<file path="src/rtl/axil_uart_master_burst_if.sv">
// AXI4-Lite master/slave bundle used by axil_uart_master_burst.
// Every channel follows strict valid/ready semantics: a transfer happens on the
// rising edge where valid and ready are both high; once valid is raised, it and
// its payload hold until that edge, while ready may change freely.
interface axil_uart_master_burst_if #(
   parameter int AXI_DATA_WIDTH = 32,
   parameter int AXI_ADDR_WIDTH = 32
);
   logic [AXI_ADDR_WIDTH-1:0]   awaddr;
   logic                        awvalid;
   logic                        awready;
   logic [AXI_DATA_WIDTH-1:0]   wdata;
   logic [AXI_DATA_WIDTH/8-1:0] wstrb;
   logic                        wvalid;
   logic                        wready;
   logic [1:0]                  bresp;
   logic                        bvalid;
   logic                        bready;
   logic [AXI_ADDR_WIDTH-1:0]   araddr;
   logic                        arvalid;
   logic                        arready;
   logic [AXI_DATA_WIDTH-1:0]   rdata;
   logic [1:0]                  rresp;
   logic                        rvalid;
   logic                        rready;

   modport master (
      output awaddr, awvalid, input awready,
      output wdata, wstrb, wvalid, input wready,
      input bresp, bvalid, output bready,
      output araddr, arvalid, input arready,
      input rdata, rresp, rvalid, output rready
   );

   modport slave (
      input awaddr, awvalid, output awready,
      input wdata, wstrb, wvalid, output wready,
      output bresp, bvalid, input bready,
      input araddr, arvalid, output arready,
      output rdata, rresp, rvalid, input rready
   );
endinterface

</file>
<file path="src/rtl/axil_uart_master_burst.sv">
// UART (8N1) command parser driving an AXI4-Lite master, burst of 1..MAX_COUNT words.
// Define AXIL_UART_TIMEOUT_EN to add the AXI handshake watchdog.
module axil_uart_master_burst #(
   parameter int       CLOCK           = 100_000_000,
   parameter int       BAUD_RATE       = 115_200,
   parameter int       AXI_DATA_WIDTH  = 32,
   parameter int       AXI_ADDR_WIDTH  = 32,
   parameter int       MAX_COUNT       = 16,
   parameter bit [7:0] UART_BYTE_START = 8'hF0,
   parameter bit [7:0] UART_BYTE_WR    = 8'hA1,
   parameter bit [7:0] UART_BYTE_RD    = 8'hA2,
   parameter bit [7:0] UART_BYTE_ERR   = 8'hEE,
   parameter int       TIMEOUT_CYCLES  = 1024
) (
   input  logic                      aclk,
   input  logic                      aresetn,
   input  logic                      uart_rx,
   output logic                      uart_tx,
   axil_uart_master_burst_if.master  m_axil,
   output logic [3:0]                state_dbg
);
   localparam int NB       = AXI_DATA_WIDTH / 8;
   localparam int NA       = AXI_ADDR_WIDTH / 8;
   localparam int BIT_CYC  = CLOCK / BAUD_RATE;
   localparam int HALF_CYC = BIT_CYC / 2;

   typedef enum logic [3:0] {
      IDLE, CMD, COUNT, ADDR, WDATA, AXI_WR, AXI_RD, TX_RESP, TX_ERR
   } state_t;

   state_t state, state_next;

   logic       rx_s1, rx_s2, rx_prev, rx_active, rx_valid, rx_ferr;
   logic [3:0] rx_bit;
   logic [31:0] rx_cnt;
   logic [7:0] rx_sh, rx_byte;

   logic       tx_busy, tx_start;
   logic [7:0] tx_data;
   logic [8:0] tx_sh;
   logic [3:0] tx_bit;
   logic [31:0] tx_cnt;

   logic [7:0]                cmd_q, words_left;
   logic [3:0]                byte_idx;
   logic [AXI_ADDR_WIDTH-1:0] addr;
   logic [AXI_DATA_WIDTH-1:0] wdata_q, rdata_q;
   logic [1:0]                resp_q;
   logic                      timed_out, aw_done, w_done, ar_done;
   logic                      wr_done, rd_done, tmo, wd_hit, cmd_wr, resp_last;

   // Receiver: start confirmed at half-bit, then one sample per bit period.
   always_ff @(posedge aclk or negedge aresetn) begin
      if (!aresetn) begin
         rx_s1     <= 1'b1;
         rx_s2     <= 1'b1;
         rx_prev   <= 1'b1;
         rx_active <= 1'b0;
         rx_bit    <= '0;
         rx_cnt    <= '0;
         rx_sh     <= '0;
         rx_byte   <= '0;
         rx_valid  <= 1'b0;
         rx_ferr   <= 1'b0;
      end else begin
         rx_s1    <= uart_rx;
         rx_s2    <= rx_s1;
         rx_prev  <= rx_s2;
         rx_valid <= 1'b0;
         rx_ferr  <= 1'b0;
         if (!rx_active) begin
            if (rx_prev && !rx_s2) begin
               rx_active <= 1'b1;
               rx_bit    <= '0;
               rx_cnt    <= 32'(HALF_CYC - 1);
            end
         end else if (rx_cnt != '0) begin
            rx_cnt <= rx_cnt - 32'd1;
         end else begin
            rx_cnt <= 32'(BIT_CYC - 1);
            rx_bit <= rx_bit + 4'd1;
            if (rx_bit == 4'd0) begin
               if (rx_s2) rx_active <= 1'b0;
            end else if (rx_bit == 4'd9) begin
               rx_active <= 1'b0;
               if (rx_s2) begin
                  rx_valid <= 1'b1;
                  rx_byte  <= rx_sh;
               end else begin
                  rx_ferr <= 1'b1;
               end
            end else begin
               rx_sh <= {rx_s2, rx_sh[7:1]};
            end
         end
      end
   end

   // Transmitter: uart_tx is registered so the line never glitches.
   always_ff @(posedge aclk or negedge aresetn) begin
      if (!aresetn) begin
         tx_busy <= 1'b0;
         uart_tx <= 1'b1;
         tx_sh   <= '0;
         tx_bit  <= '0;
         tx_cnt  <= '0;
      end else if (!tx_busy) begin
         if (tx_start) begin
            tx_busy <= 1'b1;
            uart_tx <= 1'b0;
            tx_sh   <= {1'b1, tx_data};
            tx_bit  <= '0;
            tx_cnt  <= 32'(BIT_CYC - 1);
         end
      end else if (tx_cnt != '0) begin
         tx_cnt <= tx_cnt - 32'd1;
      end else begin
         tx_cnt <= 32'(BIT_CYC - 1);
         if (tx_bit == 4'd9) begin
            tx_busy <= 1'b0;
         end else begin
            uart_tx <= tx_sh[0];
            tx_sh   <= {1'b1, tx_sh[8:1]};
            tx_bit  <= tx_bit + 4'd1;
         end
      end
   end

`ifdef AXIL_UART_TIMEOUT_EN
   logic [31:0] wd_cnt;

   always_ff @(posedge aclk or negedge aresetn) begin
      if (!aresetn)                              wd_cnt <= '0;
      else if (state == AXI_WR || state == AXI_RD) wd_cnt <= wd_cnt + 32'd1;
      else                                       wd_cnt <= '0;
   end

   assign wd_hit = (wd_cnt == 32'(TIMEOUT_CYCLES - 1));
`else
   assign wd_hit = 1'b0;
`endif

   assign cmd_wr    = (cmd_q == UART_BYTE_WR);
   assign state_dbg = state;

   always_ff @(posedge aclk or negedge aresetn) begin
      if (!aresetn) state <= IDLE;
      else          state <= state_next;
   end

   // Bus valids/readies are decoded from registered state so reset clears them at once.
   always_comb begin
      state_next     = state;
      m_axil.awvalid = 1'b0;
      m_axil.wvalid  = 1'b0;
      m_axil.wstrb   = '0;
      m_axil.bready  = 1'b0;
      m_axil.arvalid = 1'b0;
      m_axil.rready  = 1'b0;
      tx_start       = 1'b0;
      tx_data        = 8'h00;
      wr_done        = 1'b0;
      rd_done        = 1'b0;
      tmo            = 1'b0;
      resp_last      = cmd_wr ? (byte_idx == 4'd0) : (byte_idx == 4'(NB));
      case (state)
         IDLE: if (rx_valid && rx_byte == UART_BYTE_START) state_next = CMD;
         CMD: begin
            if (rx_ferr)       state_next = IDLE;
            else if (rx_valid) state_next = COUNT;
         end
         COUNT: begin
            if (rx_ferr) begin
               state_next = IDLE;
            end else if (rx_valid) begin
               if ((cmd_q != UART_BYTE_WR && cmd_q != UART_BYTE_RD) ||
                   rx_byte == 8'd0 || int'(rx_byte) > MAX_COUNT)
                  state_next = TX_ERR;
               else
                  state_next = ADDR;
            end
         end
         ADDR: begin
            if (rx_ferr)
               state_next = IDLE;
            else if (rx_valid && byte_idx == 4'(NA - 1))
               state_next = cmd_wr ? WDATA : AXI_RD;
         end
         WDATA: begin
            if (rx_ferr)
               state_next = IDLE;
            else if (rx_valid && byte_idx == 4'(NB - 1))
               state_next = AXI_WR;
         end
         AXI_WR: begin
            m_axil.awvalid = !aw_done;
            m_axil.wvalid  = !w_done;
            m_axil.wstrb   = '1;
            m_axil.bready  = aw_done && w_done;
            wr_done        = m_axil.bready && m_axil.bvalid;
            tmo            = wd_hit && !wr_done;
            if (wr_done || tmo) state_next = TX_RESP;
         end
         AXI_RD: begin
            m_axil.arvalid = !ar_done;
            m_axil.rready  = 1'b1;
            rd_done        = m_axil.rvalid;
            tmo            = wd_hit && !rd_done;
            if (rd_done || tmo) state_next = TX_RESP;
         end
         TX_RESP: begin
            tx_data = (byte_idx == 4'd0) ? {timed_out, 5'b0, resp_q}
                                         : rdata_q[AXI_DATA_WIDTH-1 -: 8];
            if (!tx_busy) begin
               tx_start = 1'b1;
               if (resp_last) begin
                  if (words_left == 8'd1) state_next = IDLE;
                  else                    state_next = cmd_wr ? WDATA : AXI_RD;
               end
            end
         end
         TX_ERR: begin
            tx_data = UART_BYTE_ERR;
            if (!tx_busy) begin
               tx_start   = 1'b1;
               state_next = IDLE;
            end
         end
         default: state_next = IDLE;
      endcase
   end

   always_ff @(posedge aclk or negedge aresetn) begin
      if (!aresetn) begin
         cmd_q      <= '0;
         words_left <= '0;
         byte_idx   <= '0;
         addr       <= '0;
         wdata_q    <= '0;
         rdata_q    <= '0;
         resp_q     <= '0;
         timed_out  <= 1'b0;
         aw_done    <= 1'b0;
         w_done     <= 1'b0;
         ar_done    <= 1'b0;
      end else begin
         case (state)
            IDLE: byte_idx <= '0;
            CMD: if (rx_valid) cmd_q <= rx_byte;
            COUNT: begin
               if (rx_valid) begin
                  words_left <= rx_byte;
                  byte_idx   <= '0;
               end
            end
            ADDR: begin
               if (rx_valid) begin
                  addr     <= {addr[AXI_ADDR_WIDTH-9:0], rx_byte};
                  byte_idx <= (byte_idx == 4'(NA - 1)) ? 4'd0 : byte_idx + 4'd1;
               end
            end
            WDATA: begin
               if (rx_valid) begin
                  wdata_q  <= {wdata_q[AXI_DATA_WIDTH-9:0], rx_byte};
                  byte_idx <= (byte_idx == 4'(NB - 1)) ? 4'd0 : byte_idx + 4'd1;
               end
            end
            AXI_WR: begin
               if (m_axil.awvalid && m_axil.awready) aw_done <= 1'b1;
               if (m_axil.wvalid && m_axil.wready)   w_done  <= 1'b1;
               if (wr_done) begin
                  resp_q    <= m_axil.bresp;
                  timed_out <= 1'b0;
               end else if (tmo) begin
                  resp_q    <= 2'b10;
                  timed_out <= 1'b1;
               end
            end
            AXI_RD: begin
               if (m_axil.arvalid && m_axil.arready) ar_done <= 1'b1;
               if (rd_done) begin
                  rdata_q   <= m_axil.rdata;
                  resp_q    <= m_axil.rresp;
                  timed_out <= 1'b0;
               end else if (tmo) begin
                  rdata_q   <= '0;
                  resp_q    <= 2'b10;
                  timed_out <= 1'b1;
               end
            end
            TX_RESP: begin
               if (tx_start) begin
                  // Byte 0 is the status; read data bytes shift out MSB first after it.
                  if (byte_idx != 4'd0) rdata_q <= rdata_q << 8;
                  if (resp_last) begin
                     byte_idx   <= '0;
                     words_left <= words_left - 8'd1;
                     addr       <= addr + AXI_ADDR_WIDTH'(NB);
                  end else begin
                     byte_idx <= byte_idx + 4'd1;
                  end
               end
            end
            default: ;
         endcase
         if (state != AXI_WR && state != AXI_RD) begin
            aw_done <= 1'b0;
            w_done  <= 1'b0;
            ar_done <= 1'b0;
         end
      end
   end

   assign m_axil.awaddr = addr;
   assign m_axil.araddr = addr;
   assign m_axil.wdata  = wdata_q;
endmodule

</file>
<file path="src/flat_wrapper.sv">
// flat-port wrapper written by rule: the top's interface ports become plain ports
module axil_uart_master_burst_flat 
#(
   parameter int       CLOCK           = 100_000_000,
   parameter int       BAUD_RATE       = 115_200,
   parameter int       AXI_DATA_WIDTH  = 32,
   parameter int       AXI_ADDR_WIDTH  = 32,
   parameter int       MAX_COUNT       = 16,
   parameter bit [7:0] UART_BYTE_START = 8'hF0,
   parameter bit [7:0] UART_BYTE_WR    = 8'hA1,
   parameter bit [7:0] UART_BYTE_RD    = 8'hA2,
   parameter bit [7:0] UART_BYTE_ERR   = 8'hEE,
   parameter int       TIMEOUT_CYCLES  = 1024
)
  (aclk, aresetn, uart_rx, uart_tx, state_dbg, m_axil_awaddr, m_axil_awvalid, m_axil_awready, m_axil_wdata, m_axil_wstrb, m_axil_wvalid, m_axil_wready, m_axil_bresp, m_axil_bvalid, m_axil_bready, m_axil_araddr, m_axil_arvalid, m_axil_arready, m_axil_rdata, m_axil_rresp, m_axil_rvalid, m_axil_rready);
  axil_uart_master_burst_if #(.AXI_DATA_WIDTH(AXI_DATA_WIDTH), .AXI_ADDR_WIDTH(AXI_ADDR_WIDTH)) m_axil_i ();
  input  logic aclk;
  input  logic aresetn;
  input  logic uart_rx;
  output logic uart_tx;
  output logic [3:0] state_dbg;
  output wire logic [$bits(m_axil_i.awaddr)-1:0] m_axil_awaddr;
  output wire logic [$bits(m_axil_i.awvalid)-1:0] m_axil_awvalid;
  input wire logic [$bits(m_axil_i.awready)-1:0] m_axil_awready;
  output wire logic [$bits(m_axil_i.wdata)-1:0] m_axil_wdata;
  output wire logic [$bits(m_axil_i.wstrb)-1:0] m_axil_wstrb;
  output wire logic [$bits(m_axil_i.wvalid)-1:0] m_axil_wvalid;
  input wire logic [$bits(m_axil_i.wready)-1:0] m_axil_wready;
  input wire logic [$bits(m_axil_i.bresp)-1:0] m_axil_bresp;
  input wire logic [$bits(m_axil_i.bvalid)-1:0] m_axil_bvalid;
  output wire logic [$bits(m_axil_i.bready)-1:0] m_axil_bready;
  output wire logic [$bits(m_axil_i.araddr)-1:0] m_axil_araddr;
  output wire logic [$bits(m_axil_i.arvalid)-1:0] m_axil_arvalid;
  input wire logic [$bits(m_axil_i.arready)-1:0] m_axil_arready;
  input wire logic [$bits(m_axil_i.rdata)-1:0] m_axil_rdata;
  input wire logic [$bits(m_axil_i.rresp)-1:0] m_axil_rresp;
  input wire logic [$bits(m_axil_i.rvalid)-1:0] m_axil_rvalid;
  output wire logic [$bits(m_axil_i.rready)-1:0] m_axil_rready;
  assign m_axil_awaddr = m_axil_i.awaddr;
  assign m_axil_awvalid = m_axil_i.awvalid;
  assign m_axil_i.awready = m_axil_awready;
  assign m_axil_wdata = m_axil_i.wdata;
  assign m_axil_wstrb = m_axil_i.wstrb;
  assign m_axil_wvalid = m_axil_i.wvalid;
  assign m_axil_i.wready = m_axil_wready;
  assign m_axil_i.bresp = m_axil_bresp;
  assign m_axil_i.bvalid = m_axil_bvalid;
  assign m_axil_bready = m_axil_i.bready;
  assign m_axil_araddr = m_axil_i.araddr;
  assign m_axil_arvalid = m_axil_i.arvalid;
  assign m_axil_i.arready = m_axil_arready;
  assign m_axil_i.rdata = m_axil_rdata;
  assign m_axil_i.rresp = m_axil_rresp;
  assign m_axil_i.rvalid = m_axil_rvalid;
  assign m_axil_rready = m_axil_i.rready;
  axil_uart_master_burst #(.CLOCK(CLOCK), .BAUD_RATE(BAUD_RATE), .AXI_DATA_WIDTH(AXI_DATA_WIDTH), .AXI_ADDR_WIDTH(AXI_ADDR_WIDTH), .MAX_COUNT(MAX_COUNT), .UART_BYTE_START(UART_BYTE_START), .UART_BYTE_WR(UART_BYTE_WR), .UART_BYTE_RD(UART_BYTE_RD), .UART_BYTE_ERR(UART_BYTE_ERR), .TIMEOUT_CYCLES(TIMEOUT_CYCLES)) u_core (.aclk(aclk), .aresetn(aresetn), .uart_rx(uart_rx), .uart_tx(uart_tx), .m_axil(m_axil_i), .state_dbg(state_dbg));
endmodule
</file>
<file path="config.mk">
export PLATFORM = sky130hd
export DESIGN_NAME = axil_uart_master_burst_flat
export DESIGN_NICKNAME = d
export VERILOG_FILES = /design/src/rtl/axil_uart_master_burst_if.sv /design/src/rtl/axil_uart_master_burst.sv /design/src/flat_wrapper.sv
export SDC_FILE = /design/constraint.sdc
export NUM_CORES = 1
export LEC_CHECK = 0
export CAP_MARGIN = 20
export CORE_MARGIN = 2
export CORE_UTILIZATION = 25
export DETAILED_ROUTE_END_ITERATION = 10
export SYNTH_ARGS = -nofsm -noshare
export SYNTH_HDL_FRONTEND = slang
export SYNTH_SLANG_ARGS = --single-unit
</file>
<file path="constraint.sdc">
create_clock -name aclk -period 3.75 [get_ports aclk]
set_clock_uncertainty 0.2 [all_clocks]
set_input_delay 0.375 -clock aclk [delete_from_list [all_inputs] [get_ports aclk]]
set_output_delay 0.375 -clock aclk [all_outputs]
set_load 0.05 [all_outputs]
</file>
== Yosys cells after proc, flatten, opt, wreduce, memory -nomap -nowiden ==
Cells that the tools add are included.
Storage, ports and cells
  RAM bits: 0
  register bits after elaboration: 231
  bits of input ports: 44
  bits in latches: 0
  bits in read-only memories: 0
  memories: 0
Operators by class
  div/mod/pow operators: 0
  shift operators: 0
  eq/ne operators: 39
  multipliers: 0
  mux-type cells: 104
  bitwise operators: 3
  reductions and logical operators: 52
  add/sub/neg operators: 7
  magnitude comparators: 1
Operators with widths (count)
  32-bit two-way mux: 12
  32-bit case mux with 2 select lines: 2
  4-bit two-way mux: 29
  32-bit nonzero test: 2
  32-bit by 1-bit subtractor with 32-bit output (second input constant): 2
  1-bit two-way mux: 44
  9-bit two-way mux: 4
  4-bit case mux with 9 select lines: 1
  32-bit by 3-bit adder with 32-bit output (second input constant): 1
  8-bit two-way mux: 4
  8-bit case mux with 2 select lines: 2
  2-bit nonzero test: 11
  4-bit by 3-bit == test with 1-bit output (second input constant): 5
  2-bit by 1-bit inequality test with 1-bit output (second input constant): 10
  4-bit AND reduction: 5
  8-bit == test (second input constant): 2
  8-bit inequality test (second input constant): 2
  4-bit case mux with 4 select lines: 1
  4-bit by 1-bit adder with 4-bit output (second input constant): 3
  4-bit by 2-bit == test with 1-bit output (second input constant): 3
  4-bit == test (second input constant): 3
  4-bit logical NOT: 3
  2-bit inequality test (second input constant): 6
  3-bit by 1-bit inequality test with 1-bit output (second input constant): 4
  19 further kinds: 45

== Longest topological paths before layout ==
Gate-level depths: netlist of run 1.
  depth after elaboration: 8
  gate-level depth with buffers: 9
  mapped depth without buffers: 8

== Least setup slack after synthesis of run 1 ==
Ideal clock, no wire load.
  path type: reg2reg
  from: reg u_core.tx_cnt[4]
  to: reg u_core.tx_cnt[29]
  library setup time: 0.134 ns
  cell stages (with the launch flop): 10
  data required time: 3.416 ns
  data arrival time: 2.597 ns
  path slack: 0.819 ns
  cell sequence: dfrtp_1 > buf_6 > or4_1 > buf_2 > or4_4 > or3_1 > buf_6 > o41a_1 > o21ai_1 > o31ai_1
On the way
  longest elaborated chain between the ends: 3
  elaborated cells on any way between the ends: 4
RTL lines
  start, declared: RTL line axil_uart_master_burst.sv:42  | logic [31:0] tx_cnt;
  start signal, assigned: RTL line axil_uart_master_burst.sv:113  | tx_cnt <= 32'(BIT_CYC - 1);
  start signal, assigned: RTL line axil_uart_master_burst.sv:116  | tx_cnt <= tx_cnt - 32'd1;
  start signal, assigned: RTL line axil_uart_master_burst.sv:118  | tx_cnt <= 32'(BIT_CYC - 1);
  32-bit by 1-bit subtractor with 32-bit output / 32-bit nonzero test (equally long branches): RTL line axil_uart_master_burst.sv:116, axil_uart_master_burst.sv:115
  32-bit two-way mux (*): RTL line axil_uart_master_burst.sv:115  | end else if (tx_cnt != '0) begin
  32-bit two-way mux (*): RTL line axil_uart_master_burst.sv:107  | end else if (!tx_busy) begin
Mark *: on every way between the ends. The rest lies on a longest branch, timed or not.
A chain may end at the register's enable or synchronous reset.

== Final worst setup path of run 1 ==
  from: reg u_core.state[0] (netlist: u_core.state_dbg[0])
  to: out m_axil_bready
On the way
  longest elaborated chain between the ends: 2
RTL lines
  start, declared: RTL line axil_uart_master_burst.sv:31  | state_t state, state_next;
  start signal, assigned: RTL line axil_uart_master_burst.sv:148  | else state <= state_next;
  4-bit by 3-bit == test with 1-bit output: RTL line axil_uart_master_burst.sv:166  | case (state)
  1-bit two-way mux: RTL line axil_uart_master_burst.sv:166
  end, declared: RTL line flat_wrapper.sv:31  | output wire logic [$bits(m_axil_i.bready)-1:0] m_axil_bready;
No other way between the ends.

==> summary.txt, run 1 <==
status - completed
I/O pin count - 154
Synth Area in XOR/XNOR - 0.00369
asr flop ratio synth - 1.00
Skew-Pair Late Insertion Delay - 0.57 ns
Avg Inst Size Synth - 9.25 um2
synth unique cells - 68
r2r setup slk - 0.71 ns
DRT Pass-1 Iters - 5
Final Hold Viols - 0
post-DR wirelength/cell - 16.0 um
worst r2r dst - u_core.tx_cnt[29]
Post-synth EDFFs - 0
# setup viols final - 0
power per cell area - 384 mW/mm2
H-tree levels - 1
setup TNS - 0 ns
# resized after CTS - 0
CTS Buf Count - 27
f_max - 283 MHz
Slew HR - 0.289
worst hold path depth - 1
VDD IR max - 0.000295 V
synth warn - 0
synthesized cell area - 0.0119 mm2
adder-cell share of the synthesized area - 0.0126
Total GRT Usage - 0.129
crit path kind - register to primary output
total power - 5.67 mW
Gate Count Post-Synth - 1284
largest cells by area after synthesis - dfrtp_1, mux2_2, nand2_1
Vias - 10104
GPL Wtd Cong - 0.844
initial antenna violation count - 1
DRC - 0
main combinational cell family by area after synthesis - simple AND/OR/NAND/NOR gates
Die H - 222 um
vias in the first global route - 10067
r2r worst-path depth - 6
RSZ-0062 raised after global routing - no
clock sink count - 230
starting density of the core - 0.254
largest area contributor in the netlist - dfrtp_1
fillers - 4801
drt via density - 5.01
Synth top area share - 0.476
mux cell area share after synthesis - 0.0696
crit start category - register
compound-gate portion of the synthesized area - 0.180
maxcap violations - 0
syn nets - 1340
Worst EP required - 3.17 ns
Arr. time, crit path - 2.96 ns
first-iteration detailed-routing DRC count - 686
Die Width - 222 um
Hold WC Path Type - input port to register
Crit Path Max Fanout - 17
Detailed Place HPWL - 22300 um
IO Port Bufs - 153
period utilization - 0.944
count leader, synth - dfrtp_1
CTS tree - yes
area grow syn2layout - 24.5%
row cnt - 79
Worst-Margin Slew - 1.07 ns
core area - 0.0468 mm2
Max Slew Vio Count - 0
pin count of the biggest net entering global routing - 95
Remaining Overflow, GRT - 0
top post-synthesis cells by count - dfrtp_1, nand2_1, nor2_1, o21ai_0, a21oi_1
RR Startpoint - u_core.tx_cnt[6]
worst hold path endpoint - u_core.rx_s1
Post-Synth Simple-Gate Area - 0.195
Routed WL - 32300 um
HP Start - uart_rx
share of layout cells above drive strength 1 - 0.115
Nets - 1444
Worst-path clk slew - 0.06 ns
critical path capture point type - primary output
clock period minus final worst setup slack - 3.54 ns
P_leak - 6.43 nW
Yosys reg bits - 230
remaining antenna violation count after routing - 0
sequential area share after synthesis - 0.485
first-pass GRT wire length - 53400 um
die area - 0.0493 mm2
clock root cell - clkbuf_16
clk buf depth - 3
ys flop type - dfrtp_1
[registers in the layout (all words and copies together) (netlist names), 2 cells and up]
signal	cells
u_core.m_axil.araddr	32
u_core.resp_q	2
u_core.rx_cnt	32
u_core.byte_idx	4
u_core.tx_cnt	32
u_core.tx_bit	4
u_core.words_left	8
u_core.rdata_q	32
u_core.cmd_q	8
u_core.rx_bit	4
u_core.m_axil.wdata	32
u_core.state_dbg	4
u_core.rx_byte	8
u_core.rx_sh	8
u_core.tx_sh	9
[cell type report]
class | instances | area [um2] | area share
tap | 607 | 759 | 0.0514
inverter | 26 | 97.6 | 0.00660
clock buffer | 38 | 777 | 0.0525
antenna | 1 | 2.50 | 0.000169
sequential | 230 | 5760 | 0.390
timing repair buffer | 180 | 1750 | 0.119
multi-input combinational | 923 | 5510 | 0.372
clock inverter | 11 | 129 | 0.00871
[stage by stage]
step / hold WS (ns) / setup slack, ns / util / cell area, um2 / cells
2_1_floorplan: -0.121 / 0.819 / - / 11900 / 1284
3_3_place_gp: 0.149 / 0.731 / 0.296 / 13900 / 1964
3_5_place_dp: 0.147 / 0.689 / 0.296 / 13900 / 1964
4_1_cts: 0.0200 / 0.192 / 0.316 / 14800 / 2014
5_1_grt: 0.0360 / 0.0203 / 0.316 / 14800 / 2016
6_report: 0.0359 / 0.211 / 0.316 / 14800 / 2016
[critical path, cell delays in order (launching register included)]
cell and delay, ns:
dfrtp_1 0.64, nor2b_1 0.34, nand2_1 0.20, inv_1 0.22, and3_1 0.19, clkdlybuf4s50_1 0.79
[timing repair]
item                      in CTS  in global routing
setup buffers                  0                  0
hold endpoints to repair      62                  0
hold buffers                   1                  0
[per-layer routing]
layer | up-vias | global-route usage | wire, um
met4 | 0 | 0.0412 | 711
li1 | 4854 | - | -
met2 | 218 | 0.217 | 15600
met3 | 46 | 0.0249 | 1590
met1 | 4986 | 0.167 | 14300
met5 | - | 0 | 0
[worst max-delay path by stage]
stage,startpoint,end
6_report,u_core.state_dbg[0],m_axil_bready
5_1_grt,u_core.state_dbg[0],m_axil_bready
4_1_cts,u_core.state_dbg[0],m_axil_bready
3_5_place_dp,u_core.tx_cnt[6],u_core.tx_cnt[29]
3_3_place_gp,u_core.tx_cnt[4],u_core.tx_cnt[29]
2_1_floorplan,u_core.tx_cnt[4],u_core.tx_cnt[29]
[where the power goes]
part	leakage, nW	total [mW]	switching [mW]	internal (mW)
Combinational	2.82	0.356	0.203	0.153
Sequential	3.17	2.64	0.0890	2.55
Clock	0.444	2.68	1.09	1.59
Total	6.43	5.67	1.38	4.29
[logic make-up after synthesis]
kind of cell	count (synthesis)
compound gates	345
xor+xnor	5
fa+ha+maj	12
buf+inv	131
flops	230
mux	75
simple gates	486
[placed cells by master, fill, tap and decap left out, types with 10 or more instances in the layout]
master	netlist	layout
nand4_1	13	13
a21oi_1	83	83
a2bb2oi_1	10	10
nor2_1	105	105
a22o_1	15	15
or4_1	15	15
nand2_1	169	169
clkdlybuf4s50_1	0	152
nand3_1	36	34
nor3_1	43	41
inv_1	25	25
o22ai_1	19	19
o31ai_1	12	11
a31oi_1	56	56
ha_1	12	12
nand2b_1	16	16
or3_1	12	12
dfrtp_1	226	226
mux2_2	61	61
o21ai_0	93	92
clkbuf_16	0	27
buf_4	35	25
nor4_1	29	29
mux2i_1	14	14
No activity file was read; power rests on OpenSTA's default activity.
==> run 2: changes to the inputs <==
- ABC_CLOCK_PERIOD_IN_PS: not set -> 3750
- SKIP_LAST_GASP: not set -> 1
==> results of run 2 <==
No change in the layout: final DEF, timing and power equal those of run 1.
